`src/rtl/uart_pkg.sv`:
```
// rtl/uart_pkg.sv - register map, bit positions and defaults for the UART receive controller
package uart_pkg;

   // Register addresses on the CPU bus
   localparam logic [1:0] ADDR_DATA = 2'd0;
   localparam logic [1:0] ADDR_STAT = 2'd1;
   localparam logic [1:0] ADDR_BRGL = 2'd2;
   localparam logic [1:0] ADDR_BRGH = 2'd3;

   // STATUS bit positions
   localparam int ST_AVAIL  = 0;
   localparam int ST_FULL   = 1;
   localparam int ST_OVR    = 2;
   localparam int ST_IRQEN  = 3;

   // CTRL bit positions
   localparam int CTRL_IRQEN = 0;
   localparam int CTRL_FLUSH = 1;

   // Baud divisor after reset
   localparam logic [15:0] BRG_RST_DEF = 16'd26;

endpackage

```
`src/rtl/uart_rx_fifo.sv`:
```
// rtl/uart_rx_fifo.sv - synchronous byte FIFO with push, pop, flush and occupancy count
module uart_rx_fifo #(
   parameter int AW = 4
) (
   input  logic          clk_i,
   input  logic          rst_i,
   input  logic          push_i,
   input  logic [7:0]    wdata_i,
   input  logic          pop_i,
   input  logic          flush_i,
   output logic [7:0]    rdata_o,
   output logic          full_o,
   output logic          empty_o,
   output logic          overflow_o,
   output logic [AW:0]   count_o,
   output logic [AW:0]   count_next_o
);

   localparam logic [AW:0] DEPTH_C = {1'b1, {AW{1'b0}}};

   logic [7:0]    mem_q [2**AW];
   logic [AW-1:0] wr_ptr_q, wr_ptr_d;
   logic [AW-1:0] rd_ptr_q, rd_ptr_d;
   logic [AW:0]   count_q, count_d;
   logic          push_ok, pop_ok;

   assign full_o  = (count_q == DEPTH_C);
   assign empty_o = (count_q == '0);
   assign rdata_o = mem_q[rd_ptr_q];
   assign count_o = count_q;
   assign count_next_o = count_d;

   // A pop in the same cycle frees the slot, so a full FIFO still accepts the push
   assign pop_ok     = pop_i & ~empty_o & ~flush_i;
   assign push_ok    = push_i & (~full_o | pop_ok) & ~flush_i;
   assign overflow_o = push_i & full_o & ~pop_ok & ~flush_i;

   // Next pointer and occupancy values; flush wins over everything
   always_comb begin
      wr_ptr_d = wr_ptr_q;
      rd_ptr_d = rd_ptr_q;
      count_d  = count_q;
      if (flush_i) begin
         wr_ptr_d = '0;
         rd_ptr_d = '0;
         count_d  = '0;
      end else begin
         if (push_ok) wr_ptr_d = wr_ptr_q + 1'b1;
         if (pop_ok)  rd_ptr_d = rd_ptr_q + 1'b1;
         if (push_ok && !pop_ok)      count_d = count_q + 1'b1;
         else if (pop_ok && !push_ok) count_d = count_q - 1'b1;
      end
   end

   // Pointer and count registers
   always_ff @(posedge clk_i or posedge rst_i) begin
      if (rst_i) begin
         wr_ptr_q <= '0;
         rd_ptr_q <= '0;
         count_q  <= '0;
      end else begin
         wr_ptr_q <= wr_ptr_d;
         rd_ptr_q <= rd_ptr_d;
         count_q  <= count_d;
      end
   end

   // Storage array, no reset so it maps onto RAM
   always_ff @(posedge clk_i) begin
      if (push_ok) mem_q[wr_ptr_q] <= wdata_i;
   end

endmodule

```
`src/rtl/uart_rx_ctrl.sv`:
```
// rtl/uart_rx_ctrl.sv - CPU register front end, baud generator and receive FIFO for the UART receiver
module uart_rx_ctrl
   import uart_pkg::*;
#(
   parameter int          FIFO_AW = 4,
   parameter logic [15:0] BRG_RST = BRG_RST_DEF
) (
   input  logic       clk_i,
   input  logic       rst_i,
   input  logic       cs_i,
   input  logic [1:0] addr_i,
   input  logic       we_i,
   input  logic       re_i,
   input  logic [7:0] data_i,
   output logic [7:0] data_o,
   output logic       irq_o,
   output logic       brg_stb_o,
   input  logic       rx_done_stb_i,
   input  logic [7:0] rx_data_i
);

   logic [15:0] brg_q, brg_d;
   logic [15:0] brg_cnt_q, brg_cnt_d;
   logic        brg_stb_q, brg_stb_d;
   logic [7:0]  data_q, data_d;
   logic        irq_q, irq_d;
   logic        ovr_q, ovr_d;
   logic        irq_en_q, irq_en_d;

   logic          rd, wr, brg_wr, pop, flush;
   logic [7:0]    fifo_head;
   logic          fifo_full, fifo_empty, fifo_overflow;
   logic [FIFO_AW:0] fifo_count, fifo_count_next;
   logic [7:0]    status;

   assign rd     = cs_i & re_i;
   assign wr     = cs_i & we_i;
   assign brg_wr = wr & ((addr_i == ADDR_BRGL) | (addr_i == ADDR_BRGH));
   assign pop    = rd & (addr_i == ADDR_DATA) & ~fifo_empty;
   assign flush  = wr & (addr_i == ADDR_STAT) & data_i[CTRL_FLUSH];

   assign status = {4'b0000, irq_en_q, ovr_q, fifo_full, (fifo_count != '0)};

   uart_rx_fifo #(
      .AW (FIFO_AW)
   ) u_fifo (
      .clk_i        (clk_i),
      .rst_i        (rst_i),
      .push_i       (rx_done_stb_i),
      .wdata_i      (rx_data_i),
      .pop_i        (pop),
      .flush_i      (flush),
      .rdata_o      (fifo_head),
      .full_o       (fifo_full),
      .empty_o      (fifo_empty),
      .overflow_o   (fifo_overflow),
      .count_o      (fifo_count),
      .count_next_o (fifo_count_next)
   );

   // Baud generator: divisor writes restart the count from the new full value
   always_comb begin
      brg_d     = brg_q;
      brg_cnt_d = brg_cnt_q;
      brg_stb_d = 1'b0;
      if (wr && addr_i == ADDR_BRGL) brg_d[7:0]  = data_i;
      if (wr && addr_i == ADDR_BRGH) brg_d[15:8] = data_i;
      if (brg_wr) begin
         brg_cnt_d = brg_d;
      end else if (brg_cnt_q == 16'd0) begin
         brg_cnt_d = brg_q;
         brg_stb_d = 1'b1;
      end else begin
         brg_cnt_d = brg_cnt_q - 16'd1;
      end
   end

   // Read mux, control bits, sticky overrun and interrupt on next-state values
   always_comb begin
      data_d   = data_q;
      irq_en_d = irq_en_q;
      ovr_d    = ovr_q;
      if (rd) begin
         unique case (addr_i)
            ADDR_DATA: data_d = pop ? fifo_head : 8'h00;
            ADDR_STAT: data_d = status;
            ADDR_BRGL: data_d = brg_q[7:0];
            ADDR_BRGH: data_d = brg_q[15:8];
            default:   data_d = 8'h00;
         endcase
      end
      if (wr && addr_i == ADDR_STAT) irq_en_d = data_i[CTRL_IRQEN];
      if (rd && addr_i == ADDR_STAT) ovr_d = 1'b0;
      if (fifo_overflow)             ovr_d = 1'b1;
      irq_d = irq_en_d & ((fifo_count_next != '0) | ovr_d);
   end

   // Controller state registers
   always_ff @(posedge clk_i or posedge rst_i) begin
      if (rst_i) begin
         brg_q     <= BRG_RST;
         brg_cnt_q <= BRG_RST;
         brg_stb_q <= 1'b0;
         data_q    <= 8'h00;
         irq_q     <= 1'b0;
         ovr_q     <= 1'b0;
         irq_en_q  <= 1'b0;
      end else begin
         brg_q     <= brg_d;
         brg_cnt_q <= brg_cnt_d;
         brg_stb_q <= brg_stb_d;
         data_q    <= data_d;
         irq_q     <= irq_d;
         ovr_q     <= ovr_d;
         irq_en_q  <= irq_en_d;
      end
   end

   assign data_o    = data_q;
   assign irq_o     = irq_q;
   assign brg_stb_o = brg_stb_q;

endmodule

```
`config.mk`:
```
export PLATFORM = sky130hd
export DESIGN_NAME = uart_rx_ctrl
export DESIGN_NICKNAME = d
export VERILOG_FILES = /design/src/rtl/uart_pkg.sv /design/src/rtl/uart_rx_fifo.sv /design/src/rtl/uart_rx_ctrl.sv
export SDC_FILE = /design/constraint.sdc
export NUM_CORES = 1
export LEC_CHECK = 0
export CAP_MARGIN = 20
export CORE_MARGIN = 2
export CORE_UTILIZATION = 30
export CTS_CLUSTER_SIZE = 10
export DETAILED_ROUTE_END_ITERATION = 12
export DONT_BUFFER_PORTS = 1
export HOLD_SLACK_MARGIN = 0.06
export PLACE_DENSITY_LB_ADDON = 0.2
export SLEW_MARGIN = 20
export SYNTH_ARGS = -nofsm -noshare
export SYNTH_HDL_FRONTEND = slang
export SYNTH_SLANG_ARGS = --single-unit
```
`constraint.sdc`:
```
create_clock -name clk_i -period 4.7 [get_ports clk_i]
set_input_delay 1.175 -clock clk_i [delete_from_list [all_inputs] [get_ports clk_i]]
set_output_delay 1.175 -clock clk_i [all_outputs]
set_load 0.05 [all_outputs]
```
==> flow_summary.yaml <==
power:
  powerDensity_nw_per_um2: 547
  ir_worst_vdd_v: 0.000230
  p_int_mw: 3.31
  leakage_nw: 3.09
  p_sw_frac: 0.327
  power_mw: 4.92
  switchingPower_mw: 1.61
  combPwrFrac: 0.225
  clock_power_share: 0.294
  seq_power_share: 0.481
grt:
  grt_pass1_wl_um: 30400
  grt_max_degree: 33
  grt_util_all_layers: 0.147
  antenna_found_initial: 0
  grt_overflow: 0
  grt_pass1_vias: 4732
synthesis:
  ys_warn_count: 0
  async_flop_share: 0.308
  synth_area_leader_cell: "edfxtp_1"
  synth_top_family_by_area: "multiplexers"
  synth_edf_count: 128
  yosys.area.top_type_share: 0.478
  netlist_area_um2: 8040
  ys_seq_area_frac: 0.656
  synth_xor_xnor_area_share: 0.0218
  synth_area_per_cell_um2: 15.0
  synth-compound-area-share: 0.0504
  synth.mux.area_fraction: 0.138
  synthCells: 536
  yosys-top-cells-area: "edfxtp_1 (48%), dfrtp_1 (16%), mux4_2 (11%)"
  ys_ff_latch: 185
  ys_types: 58
  synth_fa_ha_area_frac: 0.0156
  synthesis.nets: 570
  ys.flop_type: "edfxtp_1"
  synthSimpleGateAreaFrac: 0.0962
clock_tree:
  cts_resized: 0
  cts_tree: "yes"
  cts.clk_slew.worst_paths_ns: 0.08
  clkSinkCount: 185
  numCtsBuffers: 17
  htree_levels: 4
  clk_latency_ns: 0.43
  cts_setup_buffers: 0
  clock-root-buffer: "clkbuf_16"
  hold_buffers: 0
  cts.path.max_buffers: 2
die:
  die_y_um: 168
  dieArea_um2: 28100
  fp-row-count: 59
  start_util: 0.307
  core_area_um2: 26200
  die_x_um: 168
  boundaryPins: 34
sta:
  tns_ns: 0
  finalHoldViolCount: 0
  fmax_ghz: 0.323
  rsz0062_at_grt: "false"
  maxSlewViolCount: 0
  worst_slew_pin_slew_ns: 0.835
  min_period_over_period: 0.658
  slew_headroom: 0.442
  setup-violations-final: 0
  finalCriticalPeriod_ns: 3.09
  hold_ws_ns: 0.516
  fin_skew_ns: 0.0123
  worst_slack_ns: 1.61
critical_path:
  reg2reg_depth: 8
  cp-endpoint: "u_fifo.mem_q[13][6]"
  rrSetupSlack_ns: 1.72
  critPathCaptureType: "flip-flop"
  crit_arrival_ns: 3.16
  crit_chain: "and4bb_2 -> nand2_1 -> a21boi_1 -> and2_1 -> nand2_1 -> nor2_1"
  cp_slowest_cell: "nor2_1"
  cp_max_fo: 14
  crit_path_start: "addr_i[0]"
  slowest_delay_ns: 0.59
  cpMostUsedCell: "nand2_1"
  r2r-start: "u_fifo.count_o[1]"
  worstSetupStartpointType: "primary input"
  r2r_end: "u_fifo.mem_q[13][6]"
  path_class: "in2reg"
  worstPathRequired_ns: 4.76
layout:
  nets: 567
  drive_gt1_frac: 0.201
  design_area_um2: 8990
  multi_input_area_um2: 2590
  fillCellCount: 2463
  layout_commonest_cell: "edfxtp_1"
  mostFrequentLayoutCells: "edfxtp_1 (128), nand2_1 (60), dfrtp_1 (50)"
  syn_to_final_growth_pct: 11.8
  num_antenna_cells: 0
  regArea_um2: 5280
placed_design:
  hpwl_um: 14000
  globalplace.congestion: 0.782
  pre_cts_slack_ns: 1.13
  portBuffers: 0
  dpl_cell_area_um2: 8390
outcome:
  status: "completed"
route:
  dr.pass1.iters: 5
  vias: 4491
  wl_per_cell_um: 22.7
  first_iter_violations: 364
  ant_nets: 0
  wl_um: 20000
  drc_errors: 0
  viasPerCell: 5.10
flow_run:
  cap_violations: 0
worst_hold_path:
  min_path_type: "reg2reg"
synthesized netlist by cell type (4+ instances only):
library cell / n
and2_1: 6
nand4_1: 5
nand3_1: 11
buf_1: 5
a31oi_1: 4
nor3_1: 9
a22oi_1: 8
xnor2_1: 13
mux4_2: 40
dfstp_2: 6
xor2_1: 7
nand2b_1: 4
mux2_2: 15
clkbuf_1: 15
nor4_1: 4
inv_1: 8
edfxtp_1: 128
dfrtp_1: 51
o21ai_0: 13
nor2_1: 47
mux2i_1: 4
nand2_1: 60
ha_1: 10
buf_2: 6
a21oi_1: 15
registers in the layout, indices dropped and copies added (netlist names):
signal and count:
u_fifo.rd_ptr_q 4, brg_stb_o 1, u_fifo.count_o 5, brg_q 16, irq_en_q 1, u_fifo.mem_q 128
data_o 8, ovr_q 1, u_fifo.wr_ptr_q 4, irq_o 1, brg_cnt_q 16
logic make-up (layout without fill, tap and decap cells):
logic type / count (synthesis) / count (layout)
multiplexers: 59 / 59
AND/OR/NAND/NOR: 162 / 162
AO/OA/AOI/OAI: 62 / 62
XOR/XNOR: 20 / 20
adder cells (fa/ha/maj): 10 / 10
flip-flops: 185 / 185
buffers and inverters: 38 / 48
metal layers:
metal  GRT usage  vias up  share of wire
met2       0.243      124           0.49
met3      0.0433       17          0.056
met1       0.196     2320           0.44
met5           0        -              0
met4      0.0272        0         0.0082
li1            -     2030              -
power groups by stage:
stage	logic [mW]	registers [mW]	clock network (mW)
final	1.10	2.36	1.45
after detailed placement	1.11	2.40	0
after CTS	1.12	2.37	1.47
after floorplan	0.934	2.22	0
after global placement	1.06	2.43	0
after global routing	1.21	2.41	1.55
worst max-delay path: cells and delay by family:
kind	cells	cell delay [ns]
and+or+nand+nor	5	1.58
AOI/OAI and AO/OA	1	0.40
how the worst min path moves through the flow:
stage	from	to	cells after the start
after floorplan	brg_q[15]	brg_q[15]	2
after global placement	brg_q[15]	brg_q[15]	2
after detailed placement	brg_q[15]	brg_q[15]	2
after CTS	brg_q[3]	brg_q[3]	2
after global routing	brg_q[3]	brg_q[3]	2
final	brg_q[3]	brg_q[3]	2
layout make-up:
type / instances / share of cell area
repair buffers: 8 / 0.00808
clock buffers: 18 / 0.0478
well taps: 335 / 0.0466
clock inverters: 14 / 0.0187
flip-flops and latches: 185 / 0.587
inverters: 8 / 0.00334
multi-input cells: 313 / 0.288
through the flow:
| stage | instances | util |
|---|---|---|
| after floorplan | 536 | - |
| after global placement | 848 | 0.319 |
| after detailed placement | 849 | 0.320 |
| after CTS | 881 | 0.343 |
| after global routing | 881 | 0.343 |
| final | 881 | 0.343 |
Power figures use the tool's default switching activity.
